### src/rtl/cal_seq.sv
// Calibration pass sequencer: walks every bin, pairs it with a strided twiddle,
// feeds both to an external butterfly calculator and streams back the results.
module cal_seq #(
  parameter int unsigned N_BINS  = 16,
  parameter int unsigned ADDR_W  = 4,
  parameter int unsigned TIMEOUT = 255
) (
  input  logic              clk,
  input  logic              rst_n,
  input  logic              start,
  input  logic              abort,
  input  logic [23:0]       delta,
  input  logic [ADDR_W-1:0] step,
  output logic              bin_rd,
  output logic [ADDR_W-1:0] bin_addr,
  input  logic [23:0]       bin_real,
  input  logic [23:0]       bin_imag,
  output logic              twid_rd,
  output logic [ADDR_W-1:0] twid_addr,
  input  logic [23:0]       twid_real,
  input  logic [23:0]       twid_imag,
  output logic              cal_en,
  output logic [23:0]       cal_freq_real,
  output logic [23:0]       cal_freq_imag,
  output logic [23:0]       cal_twid_real,
  output logic [23:0]       cal_twid_imag,
  output logic [23:0]       cal_delta,
  input  logic [23:0]       cal_out,
  input  logic              cal_done,
  output logic              res_valid,
  output logic [23:0]       res_data,
  output logic [ADDR_W-1:0] res_index,
  output logic              busy,
  output logic              finished,
  output logic              error
);

  localparam int unsigned WCNT_W = (TIMEOUT < 2) ? 1 : $clog2(TIMEOUT + 1);
  localparam logic [ADDR_W-1:0] LAST_BIN = ADDR_W'(N_BINS - 1);
  localparam logic [WCNT_W-1:0] WAIT_LAST = WCNT_W'(TIMEOUT - 1);

  typedef enum logic [2:0] {
    IDLE, FETCH, WAITRD, ISSUE, WAITCAL, STORE, DONE, ERR
  } state_t;

  state_t            state;
  logic [ADDR_W-1:0] k;
  logic [ADDR_W-1:0] tp;
  logic [ADDR_W-1:0] step_q;
  logic [WCNT_W-1:0] wcnt;

  // Operands are only rewritten in WAITRD, so they stay put across ISSUE..STORE
  // as the non-latching calculator requires.
  always_ff @(posedge clk or negedge rst_n) begin
    if (!rst_n) begin
      state         <= IDLE;
      k             <= '0;
      tp            <= '0;
      step_q        <= '0;
      wcnt          <= '0;
      bin_rd        <= 1'b0;
      bin_addr      <= '0;
      twid_rd       <= 1'b0;
      twid_addr     <= '0;
      cal_en        <= 1'b0;
      cal_freq_real <= '0;
      cal_freq_imag <= '0;
      cal_twid_real <= '0;
      cal_twid_imag <= '0;
      cal_delta     <= '0;
      res_valid     <= 1'b0;
      res_data      <= '0;
      res_index     <= '0;
      busy          <= 1'b0;
      finished      <= 1'b0;
      error         <= 1'b0;
    end else begin
      bin_rd    <= 1'b0;
      twid_rd   <= 1'b0;
      cal_en    <= 1'b0;
      res_valid <= 1'b0;
      finished  <= 1'b0;
      if (state != IDLE && abort) begin
        state <= IDLE;
        busy  <= 1'b0;
      end else begin
        case (state)
          IDLE: begin
            if (start && !abort) begin
              k         <= '0;
              tp        <= '0;
              step_q    <= step;
              cal_delta <= delta;
              error     <= 1'b0;
              bin_addr  <= '0;
              twid_addr <= '0;
              bin_rd    <= 1'b1;
              twid_rd   <= 1'b1;
              busy      <= 1'b1;
              state     <= FETCH;
            end
          end
          FETCH: state <= WAITRD;
          WAITRD: begin
            cal_freq_real <= bin_real;
            cal_freq_imag <= bin_imag;
            cal_twid_real <= twid_real;
            cal_twid_imag <= twid_imag;
            cal_en        <= 1'b1;
            state         <= ISSUE;
          end
          ISSUE: begin
            wcnt  <= '0;
            state <= WAITCAL;
          end
          WAITCAL: begin
            if (cal_done) begin
              res_data  <= cal_out;
              res_index <= k;
              res_valid <= 1'b1;
              state     <= STORE;
            end else if (wcnt == WAIT_LAST) begin
              error <= 1'b1;
              state <= ERR;
            end else begin
              wcnt <= wcnt + 1'b1;
            end
          end
          STORE: begin
            if (k == LAST_BIN) begin
              finished <= 1'b1;
              state    <= DONE;
            end else begin
              k         <= k + 1'b1;
              tp        <= tp + step_q;
              bin_addr  <= k + 1'b1;
              twid_addr <= tp + step_q;
              bin_rd    <= 1'b1;
              twid_rd   <= 1'b1;
              state     <= FETCH;
            end
          end
          DONE: begin
            busy  <= 1'b0;
            state <= IDLE;
          end
          ERR: begin
            busy  <= 1'b0;
            state <= IDLE;
          end
          default: begin
            busy  <= 1'b0;
            state <= IDLE;
          end
        endcase
      end
    end
  end

endmodule

### config.mk
export PLATFORM = sky130hd
export DESIGN_NAME = cal_seq
export DESIGN_NICKNAME = d
export VERILOG_FILES = /design/src/rtl/cal_seq.sv
export SDC_FILE = /design/constraint.sdc
export NUM_CORES = 1
export LEC_CHECK = 0
export ABC_AREA = 0
export CORE_AREA = 2 2 122 147
export CTS_CLUSTER_DIAMETER = 50
export DETAILED_ROUTE_END_ITERATION = 7
export DIE_AREA = 0 0 124 149
export PLACE_DENSITY = 0.87
export SYNTH_ARGS = -nofsm -noshare
export SYNTH_HDL_FRONTEND = slang
export SYNTH_SLANG_ARGS = --single-unit
export TNS_END_PERCENT = 30
### constraint.sdc
create_clock -name clk -period 2.2 [get_ports clk]
set_input_delay 0.33 -clock clk [delete_from_list [all_inputs] [get_ports clk]]
set_output_delay 0.33 -clock clk [all_outputs]
set_load 0.01 [all_outputs]
### Word-level counts from Yosys, hierarchy flattened

Index checks and enable logic that the tools add are counted.
Widths: inputs -> output; s select.

| storage, ports and cells | value |
|---|---|
| register bits after elaboration | 177 |
| output and inout bits | 163 |
| logic and storage cells | 89 |

| operators by class | value |
|---|---|
| add/subtract/negate cells | 3 |
| equality and inequality tests | 16 |
| muxes and demuxes | 33 |
| bitwise operators | 1 |
| reduce and logical (&&, ||, !) cells | 18 |

Operators by type and width:

| operator | number |
|---|---|
| $pmux 3 s7 | 1 |
| $mux 1 | 16 |
| $mux 8 | 2 |
| $pmux 4 s2 | 2 |
| $pmux 8 s2 | 1 |
| $mux 3 | 5 |
| $eq 3x3->1 const B | 4 |
| $mux 4 | 3 |
| $ne 2x2->1 const B | 5 |
| $add 8x1->8 const B | 1 |
| $eq 8x8->1 const B | 1 |
| $reduce_and 4->1 | 2 |
| $eq 3x2->1 const B | 2 |
| $pmux 1 s2 | 3 |
| $reduce_and 2->1 | 3 |
| $reduce_and 3->1 | 2 |
| $reduce_bool 2->1 | 3 |
| $reduce_bool 3->1 | 2 |
| $reduce_and 5->1 | 1 |
| $add 4x1->4 const B | 1 |
| $add 4x4->4 | 1 |
| $eq 4x4->1 const B | 1 |
| $ne 4x4->1 const B | 1 |
| $eq 3x1->1 const B | 1 |
| 6 further kinds | 7 |

### Logic depth before layout (Yosys ltp)

Gate-level depths: netlist (run 1).

| depth | value |
|---|---|
| depth in word-level cells | 5 |
| mapped depth | 7 |
| gate-level depth less buffers | 7 |

### Least setup slack after synthesis (run 1)

OpenSTA, ideal clock, no wires.

| timing path | value |
|---|---|
| kind | register -> register |
| start | register k[0] |
| end | register tp[3] |
| library setup time | 118 ps |
| arrival time | 1,588 ps |
| required time | 2,082 ps |
| path slack | 494 ps |
| cell stages (with the launch flop) | 7 |
| buffers on the path | 0 |
| cells stage by stage | dfrtp_1 ha_1 and3_2 nor3_4 nor2_2 a21o_1 a21o_1 |

| between the ends | value |
|---|---|
| longest elaborated chain between the ends | 3 |

Ends and longest elaborated chain:

| element | line | RTL |
|---|---|---|
| from (decl) | 47 | `logic [ADDR_W-1:0] k;` |
| from (signal assigned) | 134 | `k <= k + 1'b1;` |
| $eq 4x4->1 | 130 | `if (k == LAST_BIN) begin` |
| $ne 2x2->1 (no line) | -- |  |
| $reduce_and 4->1 (no line) | -- |  |
| to (signal assigned) | 135 | `tp <= tp + step_q;` |
| to (decl) | 48 | `logic [ADDR_W-1:0] tp;` |

Every way passes these cells.
A chain may end at the register's enable or synchronous reset.

==> results.tsv, run 1 <==
stage	metric	value	unit
synth	Synth cell types	46	
route	starting DRC count in detailed routing	161	
floorplan	height of the chip	149	µm
global_route	number of global-route vias before repair	5639	
floorplan	die boundary width	124	µm
pwr	sum of internal, switching and leakage power	13.1	mW
clock_network	post-cts gate resize count	0	
global_route	initial antenna violation count	0	
synth	count of state elements after synthesis	177	
clock_network	clock insertion delay at the later pin of the skew report	0.44	ns
final_layout	Antenna Cells	0	
setup_path	Worst Path Buf+Inv	1	
setup_path	Crit. End Element	output port	
setup_path	biggest fanout along the worst timing path	9	
pwr	total net switching power	3.81	mW
pwr	switching power as a share of total power	0.292	
clock_network	clock slew at the register clock pins of the worst setup and hold paths	0.06	ns
synth	sequential area share after synthesis	0.631	
setup_path	critical path required time	1.87	ns
final_layout	final net count	1006	
outcome	result of the run	completed	
sta	max-slew violation count	0	
placed_design	half-perimeter wire length after placement	14500	µm
pwr	part of the power in combinational logic	0.375	
route	count of TritonRoute iterations in the first routing pass	4	
global_route	overall fraction of global-route tracks in use	0.210	
pwr	total power per unit cell area	1170	nW/µm²
floorplan	cell row count	53	
clock_network	Inserted Clock Buffers	17	
hold_path	worst hold path class	in -> reg	
setup_path	Worst path slowest cell	sky130_fd_sc_hd__clkdlybuf4s50_1	
clock_network	number of levels in the clock H-tree	4	
synth	Post-Synthesis Cells	508	
sta	setup ws final	0.315	ns
sta	post-route worst hold slack	0.427	ns
final_layout	flip-flop and latch area	4430	µm²
flow_run	max-capacitance violation count	0	
pwr	Lkg Pwr	4.83	nW
synth	share of synthesized registers carrying an async set or reset	1.00	
route	Routed wire per std cell	17.7	µm
final_layout	fillcell total	1294	
global_route	global-route wire length before repair	29200	µm
sta	endpoints failing setup	0	
sta	worst setup skew after layout	0.0152	ns
placed_design	final RePlAce weighted congestion	0.845	
sta	setup tns final	0	ns
synth	most used flip-flop cell after synthesis	sky130_fd_sc_hd__dfrtp_1	
synth	area of the mapped netlist	7020	µm²
setup_path	kind of critical path	reg -> out	
clock_network	clock tree from TritonCTS	built	
floorplan	core area	17200	µm²
sta	setup repair after global routing missed its margin	false	
pwr	worst-case vdd ir drop	0.000698	V
pwr	clock network fraction of total power	0.231	
global_route	overflow left after global routing	0	
final_layout	layout cell share with drive strength beyond 1	0.194	
floorplan	boundary pin count	316	
floorplan	die area	18500	µm²
synth	Mean Syn Cell Area	13.8	µm²
pwr	sequential power share	0.394	
setup_path	data arrival at the endpoint of the critical path	1.55	ns
clock_network	Root Buffer	sky130_fd_sc_hd__clkbuf_16	
synth	yosys warns	0	
placed_design	quantity of I/O buffers inserted on ports	315	
setup_path	Worst path max stage delay	0.61	ns
final_layout	Syn-to-layout area delta	59.0	%
setup_path	critical path, cell by cell	clkdlybuf4s50_1	
route	via count	5229	
placed_design	placed instance area	10600	µm²
sta	Least-Margin Pin Slew	0.561	ns
sta	final clock period utilization by the worst path	0.857	
global_route	maximum number of pins on one net before global-route repair	58	
final_layout	multi-input combinational cell area	2410	µm²
route	Post-route DRC	0	
sta	count of endpoints failing hold in the final timing report	0	
route	wire length reported by the detailed router	19100	µm
placed_design	pre-CTS setup slack	0.0710	ns
floorplan	effective utilization at floorplan	0.407	
pwr	internal power of the cells	9.26	mW
sta	relative max-transition margin	0.626	
setup_path	critical path startpoint category	flop	
sta	shortest clock period the worst path allows after layout	1.88	ns
synth	EDFF count, synth	0	
sta	fmax	531	MHz
clock_network	sinks on the clock net	177	
synth	Synth Net Count	668	
final_layout	final design instance area without fill	11200	µm²
setup_path	kind of cell with the highest combined delay on the critical path	buffers and inverters	
clock_network	maximum count of clock buffers along a single path	2	
route	final antenna-violating net count	0	
route	Via density	4.85	
[registers in the layout, summed over array words and instances, names as in the netlist]
signal and count:
cal_delta 24, cal_twid_real 24, wcnt 8, cal_freq_real 24, busy 1, res_index 4
res_valid 1, error 1, cal_freq_imag 24, k 4, cal_twid_imag 24, cal_en 1
tp 4, res_data 24, finished 1, state 3, step_q 4, twid_rd 1
[path summary, 6_finish.rpt]
path / slack, ns / startpoint / cells after the start / end
max in group asynchronous: 1.09 / rst_n / 3 / cal_freq_real[17]$_DFFE_PN0P_
worst min register to register: 0.47 / res_data[9]$_DFFE_PN0P_ / 2 / res_data[9]$_DFFE_PN0P_
worst min-delay path: 0.43 / cal_out[12] / 3 / res_data[12]$_DFFE_PN0P_
worst max register to register: 0.36 / state[1]$_DFFE_PN0P_ / 5 / cal_twid_real[9]$_DFFE_PN0P_
min in group asynchronous: 0.44 / rst_n / 2 / cal_twid_imag[18]$_DFFE_PN0P_
worst max-delay path: 0.32 / k[2]$_DFFE_PN0P_ / 1 / bin_addr[2]
[cells in the final DEF (no fill, tap or decap), types with 2 or more instances in the layout]
cell type	instances
sky130_fd_sc_hd__a21o_1	3
sky130_fd_sc_hd__a21oi_1	9
sky130_fd_sc_hd__a22o_1	3
sky130_fd_sc_hd__and3_1	2
sky130_fd_sc_hd__buf_12	7
sky130_fd_sc_hd__buf_4	19
sky130_fd_sc_hd__bufinv_16	2
sky130_fd_sc_hd__clkbuf_16	17
sky130_fd_sc_hd__clkdlybuf4s50_1	314
sky130_fd_sc_hd__clkinv_2	3
sky130_fd_sc_hd__clkinv_4	3
sky130_fd_sc_hd__dfrtp_1	177
sky130_fd_sc_hd__ha_1	6
sky130_fd_sc_hd__inv_1	3
sky130_fd_sc_hd__inv_6	5
sky130_fd_sc_hd__mux2_1	29
sky130_fd_sc_hd__mux2_2	99
sky130_fd_sc_hd__nand2_1	81
sky130_fd_sc_hd__nand2b_1	4
sky130_fd_sc_hd__nand3_1	6
sky130_fd_sc_hd__nand4_1	3
sky130_fd_sc_hd__nor2_1	12
sky130_fd_sc_hd__nor2_2	2
sky130_fd_sc_hd__nor2b_1	2
sky130_fd_sc_hd__nor3_1	2
sky130_fd_sc_hd__nor3_4	2
sky130_fd_sc_hd__o21ai_0	11
sky130_fd_sc_hd__or3_1	2
sky130_fd_sc_hd__xnor2_1	7
[tightest hold or removal path: stages]
cell	delay, ns
sky130_fd_sc_hd__clkdlybuf4s50_1	0.40
sky130_fd_sc_hd__nand2_1	0.06
sky130_fd_sc_hd__nand2_1	0.04
[area by class of cell]
class | count | share of cell area
Clock buffer | 18 | 0.0385
Clock inverter | 14 | 0.0137
Inverter | 4 | 0.00135
Multi-Input combinational cell | 304 | 0.216
Sequential cell | 177 | 0.397
Tap cell | 220 | 0.0247
Timing Repair Buffer | 342 | 0.309
[cells by family (layout without fill, tap and decap cells)]
logic type                 after synthesis  count (layout)  share of synthesized area
DFF                                    177             177                      0.631
buffers and inverters                   27             378                     0.0251
adders and majority gates                7               7                     0.0135
xor gates and xnor gates                 8               8                    0.00998
AOI/OAI and AO/OA                       35              35                     0.0317
muxes                                  128             128                      0.205
and+or+nand+nor                        126             126                     0.0831
[routing by layer]
layer / vias up / part of all wire / track usage
li1: 2427 / - / -
met1: 2544 / 0.37 / 0.236
met2: 215 / 0.51 / 0.357
met3: 43 / 0.080 / 0.0715
met4: 0 / 0.038 / 0.0989
met5: - / 0 / 0
[through the flow]
step,util,std cells
2_1_floorplan,-,508
3_3_place_gp,0.613,1046
3_5_place_dp,0.613,1046
4_1_cts,0.647,1079
5_1_grt,0.647,1079
6_report,0.647,1079
[power by group through the flow]
stage | registers, mW | clock network (mW) | logic [mW]
final | 5.15 | 3.02 | 4.91
after global routing | 5.31 | 3.20 | 5.23
after CTS | 5.16 | 3.08 | 4.98
after detailed placement | 5.21 | 0 | 4.94
after global placement | 5.12 | 0 | 4.83
after floorplan | 5.67 | 0 | 1.25
[cell usage after synthesis (all sizes together), types with 2 or more instances]
library cell,instances,area (µm²)
a21o,3,22.5
a21oi,9,45.0
a22o,3,26.3
and2,2,15.0
and3,3,20.0
buf,21,154
clkbuf,2,7.51
dfrtp,177,4430
ha,6,75.1
inv,4,15.0
mux2,128,1440
nand2,81,304
nand2b,5,33.8
nand3,6,30.0
nand4,3,18.8
nor2,14,57.6
nor2b,3,26.3
nor3,4,42.5
o21ai,11,55.1
or3,2,12.5
xnor2,7,61.3
[timing repair]
item                      CTS  global route
hold buffers                1             0
hold endpoints to repair   49             0
setup buffers               0             0
(Power assumes the default switching activity.)
==> run 2, diff against run 1 <==
--- a/config.mk
+++ b/config.mk
@@ -5,11 +5,11 @@
 export SDC_FILE = /design/constraint.sdc
 export NUM_CORES = 1
 export LEC_CHECK = 0
-export ABC_AREA = 0
-export CORE_AREA = 2 2 122 147
+export ABC_AREA = 1
+export CORE_AREA = 2 2 123 148
 export CTS_CLUSTER_DIAMETER = 50
 export DETAILED_ROUTE_END_ITERATION = 7
-export DIE_AREA = 0 0 124 149
+export DIE_AREA = 0 0 125 150
 export PLACE_DENSITY = 0.87
 export SYNTH_ARGS = -nofsm -noshare
 export SYNTH_HDL_FRONTEND = slang
==> run 2 against run 1 <==
  * Synthesized cell count grew 63%
  * Register-to-register slack improved by 0.27 ns
  * Die area is 1.5% higher
  * Setup slack gained 0.12 ns
  * Clock skew decreased by 0.0019 ns
  * Critical path type unchanged
  * Critical endpoint is now twid_addr[1]
==> results.tsv, run 2 <==
stage	metric	value	unit	change
route	starting DRC count in detailed routing	329		+100%
sta	setup repair after global routing missed its margin	false		
global_route	initial antenna violation count	2		+2
setup_path	critical path required time	1.87	ns	about the same
synth	EDFF count, synth	0		unchanged
sta	final clock period utilization by the worst path	0.802		-0.0546
sta	Least-Margin Pin Slew	0.602	ns	+0.0404 ns
final_layout	most common cell after layout, fill and taps aside	sky130_fd_sc_hd__nand2_1		
pwr	total net switching power	4.94	mW	+30%
setup_path	FF-to-FF Start	state[1]$_DFFE_PN0P_		
setup_path	biggest fanout along the worst timing path	4		-5
clock_network	clock slew at the register clock pins of the worst setup and hold paths	0.08	ns	+0.02 ns
global_route	number of global-route vias before repair	6618		+17%
synth	Post-Synthesis Cells	827		+63%
synth	cell taking the most area after synthesis	sky130_fd_sc_hd__dfrtp_1		
synth	yosys warns	0		unchanged
pwr	switching power as a share of total power	0.348		+0.0568
synth	count of state elements after synthesis	177		unchanged
route	final antenna-violating net count	0		unchanged
global_route	overall fraction of global-route tracks in use	0.215		+0.00487
placed_design	quantity of I/O buffers inserted on ports	315		unchanged
setup_path	timing startpoint of the critical path	tp[1]$_DFFE_PN0P_		
pwr	clock network fraction of total power	0.206		-0.025
synth	area share of the leading cell type in the synthesized netlist	0.619		-0.0121
setup_path	kind of critical path	reg -> out		
setup_path	Crit. End Element	output port		
placed_design	half-perimeter wire length after placement	14800	µm	+2.2%
hold_path	worst hold path class	in -> reg		
synth	most used flip-flop cell after synthesis	sky130_fd_sc_hd__dfrtp_1		
sta	max-slew violation count	0		unchanged
setup_path	worst-case reg-to-reg path depth	8		+3
clock_network	Hold Buf Count CTS	1		unchanged
clock_network	clock insertion delay at the later pin of the skew report	0.43	ns	about the same
synth	share of synthesized registers carrying an async set or reset	1.00		unchanged
route	Post-route DRC	0		unchanged
setup_path	Worst R2R Setup Slack	0.63	ns	+0.27 ns
route	Routed wire per std cell	14.8	µm	-16%
sta	endpoints failing setup	0		unchanged
route	via count	6527		+25%
setup_path	critical path, cell by cell	clkdlybuf4s50_1		
floorplan	cell row count	53		unchanged
setup_path	Worst path slowest cell	sky130_fd_sc_hd__clkdlybuf4s50_1		
final_layout	commonest non-fill, non-tap cells in the layout	sky130_fd_sc_hd__nand2_1 (512), sky130_fd_sc_hd__clkdlybuf4s50_1 (314), sky130_fd_sc_hd__dfrtp_1 (177), sky130_fd_sc_hd__nor2_1 (23)		
clock_network	Inserted Clock Buffers	17		unchanged
floorplan	die area	18800	µm²	+1.5%
route	wire length reported by the detailed router	20400	µm	+6.8%
synth	sequential area share after synthesis	0.619		-0.0121
floorplan	effective utilization at floorplan	0.412		+0.00481
synth	leading cell type by number of instances after synthesis	sky130_fd_sc_hd__nand2_1		
pwr	internal power of the cells	9.24	mW	-0.25%
synth	Synth Net Count	987		+48%
setup_path	Worst path max stage delay	0.58	ns	-0.03 ns
setup_path	terminus of the critical flop-to-flop path	wcnt[1]$_DFFE_PN0P_		
pwr	worst-case vdd ir drop	0.000633	V	-9.2%
sta	setup tns final	0	ns	unchanged
synth	main area contributors after synthesis	sky130_fd_sc_hd__dfrtp_1 (62%), sky130_fd_sc_hd__nand2_1 (27%), sky130_fd_sc_hd__nor2_1 (1.2%)		
pwr	part of the power in combinational logic	0.412		+0.037
final_layout	Syn-to-layout area delta	55.4	%	
setup_path	critical path startpoint category	flop		
pwr	total power per unit cell area	1270	nW/µm²	+8.8%
route	count of TritonRoute iterations in the first routing pass	5		+1
setup_path	kind of cell with the highest combined delay on the critical path	buffers and inverters		
sta	count of endpoints failing hold in the final timing report	0		unchanged
synth	Mean Syn Cell Area	8.65	µm²	-37%
clock_network	post-cts gate resize count	0		unchanged
setup_path	Worst Path Buf+Inv	1		unchanged
synth	Synth cell types	29		-37%
sta	relative max-transition margin	0.599		-0.0269
clock_network	number of setup buffers added after CTS	0		unchanged
synth	area of the mapped netlist	7160	µm²	+2.0%
floorplan	die boundary width	125	µm	+0.81%
outcome	result of the run	completed		
sta	worst setup skew after layout	0.0132	ns	-0.00195 ns
placed_design	placed instance area	10500	µm²	-0.24%
clock_network	maximum count of clock buffers along a single path	2		unchanged
clock_network	Root Buffer	sky130_fd_sc_hd__clkbuf_16		
floorplan	boundary pin count	316		unchanged
setup_path	critical path capture point	twid_addr[1]		
setup_path	data arrival at the endpoint of the critical path	1.43	ns	-0.12 ns
pwr	Lkg Pwr	5.52	nW	+14%
clock_network	number of levels in the clock H-tree	4		unchanged
global_route	global-route wire length before repair	32500	µm	+11%
final_layout	layout cell share with drive strength beyond 1	0.0546		-0.140
synth	leading post-synthesis cells by instance count	sky130_fd_sc_hd__nand2_1 (512), sky130_fd_sc_hd__dfrtp_1 (177), sky130_fd_sc_hd__nor2_1 (23), sky130_fd_sc_hd__buf_2 (17), sky130_fd_sc_hd__nand3_1 (17)		
pwr	sequential power share	0.382		-0.012
setup_path	Crit path depth	1		unchanged
route	Via density	4.75		-2.0%
final_layout	final design instance area without fill	11100	µm²	-0.35%
global_route	overflow left after global routing	0		unchanged
floorplan	height of the chip	150	µm	+0.67%
sta	shortest clock period the worst path allows after layout	1.76	ns	-0.120 ns
flow_run	max-capacitance violation count	0		unchanged
sta	fmax	567	MHz	+6.8%
clock_network	clock tree from TritonCTS	built		
final_layout	final net count	1301		+29%
clock_network	sinks on the clock net	177		unchanged
placed_design	final RePlAce weighted congestion	0.808		-4.4%
global_route	maximum number of pins on one net before global-route repair	97		+67%
floorplan	core area	17400	µm²	+0.77%
## run 2: cells by family after synthesis
kind of cell    after synthesis  share of synthesized area
fa+ha+maj                     7                     0.0133
flops                       177                      0.619
xor+xnor                      7                    0.00857
simple gates                563                      0.308
buf+inv                      57                     0.0393
compound gates               16                     0.0121
## run 2: layout make-up
class | count | area (µm²)
fill | 1381 | 6250
sequential | 177 | 4430
timing repair buffer | 328 | 3300
multi-input combinational | 593 | 2450
clock buffer | 17 | 425
tap | 220 | 275
clock inverter | 15 | 140
inverter | 24 | 91.3
antenna | 1 | 2.50
## run 2: power groups by stage
stage | registers (mW) | logic [mW] | clock network (mW)
2_1_floorplan | 5.95 | 1.82 | 0
3_3_place_gp | 5.39 | 5.72 | 0
3_5_place_dp | 5.42 | 5.89 | 0
4_1_cts | 5.41 | 5.91 | 2.99
5_1_grt | 5.58 | 6.36 | 3.14
6_report | 5.41 | 5.84 | 2.92
## run 2: through the flow
step | total power [mW] | setup WS [ns] | std cells | hold WS, ns | utilization
3_3_place_gp | 11.1 | 0.439 | 1341 | 0.351 | 0.607
5_1_grt | 15.1 | 0.364 | 1374 | 0.411 | 0.640
6_report | 14.2 | 0.435 | 1375 | 0.427 | 0.640
4_1_cts | 14.3 | 0.395 | 1374 | 0.412 | 0.640
2_1_floorplan | 7.77 | 0.871 | 827 | 0.0344 | -
3_5_place_dp | 11.3 | 0.390 | 1341 | 0.356 | 0.607
## run 2: worst min-delay path by stage
stage | start | depth (start not counted) | endpoint
global placement | rst_n | 1 | cal_twid_real[18]$_DFFE_PN0P_
floorplan | rst_n | 0 | busy$_DFFE_PN0P_
global route | bin_real[19] | 3 | cal_freq_real[19]$_DFFE_PN0P_
CTS | bin_real[19] | 3 | cal_freq_real[19]$_DFFE_PN0P_
finish | twid_real[7] | 3 | cal_twid_real[7]$_DFFE_PN0P_
detailed placement | rst_n | 1 | cal_twid_real[18]$_DFFE_PN0P_
## run 2: routing by layer
metal	vias up	GRT usage	share of wire
met5	-	0	0
met4	0	0.0944	0.035
met3	48	0.0654	0.065
met2	253	0.369	0.51
met1	3087	0.250	0.39
li1	3139	-	-
==> run 3, diff against run 2 <==
==> constraint.sdc (replaced) <==
create_clock -name clk -period 1.8 [get_ports clk]
set_input_delay 0.27 -clock clk [delete_from_list [all_inputs] [get_ports clk]]
set_output_delay 0.27 -clock clk [all_outputs]
set_load 0.01 [all_outputs]
==> run 3 against run 2 <==
  * Combinational power grew 25%
  * Hold slack lost 0.062 ns
  * Routed wire length grew 1.9%
  * Highest routed layer unchanged
  * Critical path type unchanged
  * Largest power group unchanged
==> results.tsv, run 3 (synthesis gave the netlist of run 2 again) <==
stage	metric	value	unit	change
final_layout	final core utilization	0.654		+0.0140
route	amount of wire on met3 after detailed routing	1440	µm	+9.6%
setup_path	critical path startpoint category	flop		
setup_path	kind of cell with the highest combined delay on the critical path	buffers and inverters		
pwr	Lkg Pwr	5.64	nW	+2.3%
clock_network	number of setup buffers added after CTS	0		unchanged
global_route	initial antenna violation count	1		-1
floorplan	boundary pin count	316		unchanged
route	count of TritonRoute iterations in the first routing pass	5		unchanged
final_layout	commonest non-fill, non-tap cells in the layout	sky130_fd_sc_hd__nand2_1 (512), sky130_fd_sc_hd__clkdlybuf4s50_1 (313), sky130_fd_sc_hd__dfrtp_1 (177), sky130_fd_sc_hd__nor2_1 (23)		
setup_path	timing startpoint of the critical path	tp[3]$_DFFE_PN0P_		
floorplan	die boundary width	125	µm	unchanged
final_layout	final design instance area without fill	11400	µm²	+2.2%
clock_network	number of levels in the clock H-tree	4		unchanged
pwr	sum of internal, switching and leakage power	18.2	mW	+28%
clock_network	maximum count of clock buffers along a single path	2		unchanged
flow_run	max-capacitance violation count	0		unchanged
floorplan	height of the chip	150	µm	unchanged
sta	relative max-transition margin	0.660		+0.0611
placed_design	final RePlAce weighted congestion	0.826		+2.3%
outcome	result of the run	completed		
setup_path	Worst Path Buf+Inv	1		unchanged
sta	count of endpoints failing hold in the final timing report	0		unchanged
sta	Least-Margin Pin Slew	0.510	ns	-0.0916 ns
route	Routed wire per std cell	15.0	µm	+1.4%
global_route	maximum number of pins on one net before global-route repair	52		-46%
floorplan	core area	17400	µm²	unchanged
final_layout	Antenna Cells	0		-1
final_layout	fillcell total	1348		-2.4%
final_layout	Syn-to-layout area delta	58.8	%	
final_layout	final net count	1309		+0.61%
setup_path	kind of critical path	reg -> out		
sta	shortest clock period the worst path allows after layout	1.66	ns	
setup_path	Worst R2R Setup Slack	0.33	ns	-0.30 ns
setup_path	biggest fanout along the worst timing path	3		-1
pwr	worst-case vdd ir drop	0.000933	V	+47%
setup_path	Crit path depth	1		unchanged
placed_design	quantity of I/O buffers inserted on ports	315		unchanged
setup_path	data arrival at the endpoint of the critical path	1.39	ns	-0.04 ns
route	met2 wire len	10400	µm	+0.29%
floorplan	cell row count	53		unchanged
floorplan	effective utilization at floorplan	0.412		unchanged
global_route	overall fraction of global-route tracks in use	0.220		+0.00427
final_layout	most common cell after layout, fill and taps aside	sky130_fd_sc_hd__nand2_1		
clock_network	Inserted Clock Buffers	17		unchanged
placed_design	placed instance area	10700	µm²	+1.3%
sta	setup repair after global routing missed its margin	false		
clock_network	clock tree from TritonCTS	built		
setup_path	critical path, cell by cell	clkdlybuf4s50_1		
route	Post-Route M1 WL	8050	µm	+1.5%
clock_network	clock insertion delay at the later pin of the skew report	0.42	ns	about the same
sta	final clock period utilization by the worst path	0.924		
setup_path	critical path capture point	twid_addr[3]		
global_route	overflow left after global routing	0		unchanged
global_route	global-route wire length before repair	33000	µm	+1.4%
clock_network	sinks on the clock net	177		unchanged
floorplan	die area	18800	µm²	unchanged
sta	setup tns final	0	ns	unchanged
route	starting DRC count in detailed routing	337		+2.4%
setup_path	Worst path max stage delay	0.60	ns	+0.02 ns
sta	worst setup skew after layout	0.0117	ns	-0.00158 ns
setup_path	FF-to-FF Start	state[1]$_DFFE_PN0P_		
sta	fmax	601	MHz	
setup_path	Crit. End Element	output port		
clock_network	clock slew at the register clock pins of the worst setup and hold paths	0.07	ns	about the same
clock_network	Root Buffer	sky130_fd_sc_hd__clkbuf_16		
route	Post-route DRC	0		unchanged
sta	post-route worst hold slack	0.365	ns	-0.0623 ns
placed_design	half-perimeter wire length after placement	15200	µm	+2.3%
setup_path	Worst path slowest cell	sky130_fd_sc_hd__clkdlybuf4s50_1		
pwr	total power per unit cell area	1600	nW/µm²	+25%
route	Via density	4.71		-0.82%
global_route	number of global-route vias before repair	6574		-0.66%
route	via count	6502		-0.38%
final_layout	layout cell share with drive strength beyond 1	0.0594		+0.00484
route	wire length reported by the detailed router	20700	µm	+1.9%
sta	endpoints failing setup	0		unchanged
setup_path	worst-case reg-to-reg path depth	7		-1
setup_path	terminus of the critical flop-to-flop path	res_data[9]$_DFFE_PN0P_		
route	top routing layer in use	met4		
sta	max-slew violation count	0		unchanged
route	final antenna-violating net count	0		unchanged
setup_path	critical path required time	1.53	ns	-0.34 ns
hold_path	worst hold path class	in -> async		
-- run 3: changes by cell type in the layout (fill, tap and decap cells not counted), moves of 2 or more --
cell,delta
sky130_fd_sc_hd__buf_12,+6
sky130_fd_sc_hd__clkinv_2,-3
sky130_fd_sc_hd__buf_4,+2
sky130_fd_sc_hd__bufinv_16,+6
sky130_fd_sc_hd__clkinv_4,-2
sky130_fd_sc_hd__inv_8,-3
-- run 3: report_power, final --
part | switching (mW) | internal, mW
registers | 1.01 | 5.61
logic | 3.34 | 3.94
clock network | 1.62 | 2.64
total | 5.97 | 12.2
-- run 3: how the worst min path moves through the flow --
| stage | from | to | depth (start not counted) | slack, ns |
|---|---|---|---|---|
| 6_report | rst_n | cal_twid_real[15]$_DFFE_PN0P_ | 2 | 0.36 |
| 3_3_place_gp | rst_n | cal_twid_real[7]$_DFFE_PN0P_ | 1 | 0.26 |
| 2_1_floorplan | rst_n | busy$_DFFE_PN0P_ | 0 | -0.03 |
| 4_1_cts | twid_imag[19] | cal_twid_imag[19]$_DFFE_PN0P_ | 3 | 0.35 |
| 3_5_place_dp | rst_n | cal_twid_real[15]$_DFFE_PN0P_ | 1 | 0.26 |
| 5_1_grt | twid_imag[19] | cal_twid_imag[19]$_DFFE_PN0P_ | 3 | 0.36 |
-- run 3: final cells by class --
type                       instances  area, µm²  area share
clock buffer                      18        429      0.0378
clock inverter                    13        245      0.0216
inverter                          24       91.3     0.00804
multi-input combinational        593       2450       0.216
sequential                       177       4430       0.390
tap                              220        275      0.0242
timing repair buffer             336       3440       0.303
-- run 3: per-stage QoR --
step / worst slack, ns / instances
detailed placement: 0.0329 / 1349
floorplan: 0.471 / 827
CTS: 0.0207 / 1381
global placement: 0.0683 / 1349
finish: 0.136 / 1381
global route: 0.0811 / 1381
-- run 3: worst register-to-register path, stage by stage (launching register included) --
cell	delay (ns)
sky130_fd_sc_hd__dfrtp_1	0.46
sky130_fd_sc_hd__nor2_2	0.17
sky130_fd_sc_hd__nand2_1	0.11
sky130_fd_sc_hd__inv_2	0.13
sky130_fd_sc_hd__nand3_4	0.07
sky130_fd_sc_hd__buf_4	0.25
sky130_fd_sc_hd__nand2_1	0.12
sky130_fd_sc_hd__nand2_1	0.06
-- run 3: per-layer routing --
metal | GRT usage | vias up
li1 | - | 3156
met2 | 0.364 | 264
met4 | 0.102 | 0
met3 | 0.0651 | 59
met5 | 0 | -
met1 | 0.265 | 3023
-- run 3: timing repair --
item	4_1_cts	5_1_grt
gates resized for setup	0	1
hold buffers	1	0
hold endpoints to repair	45	0
endpoints found under the setup margin	0	1
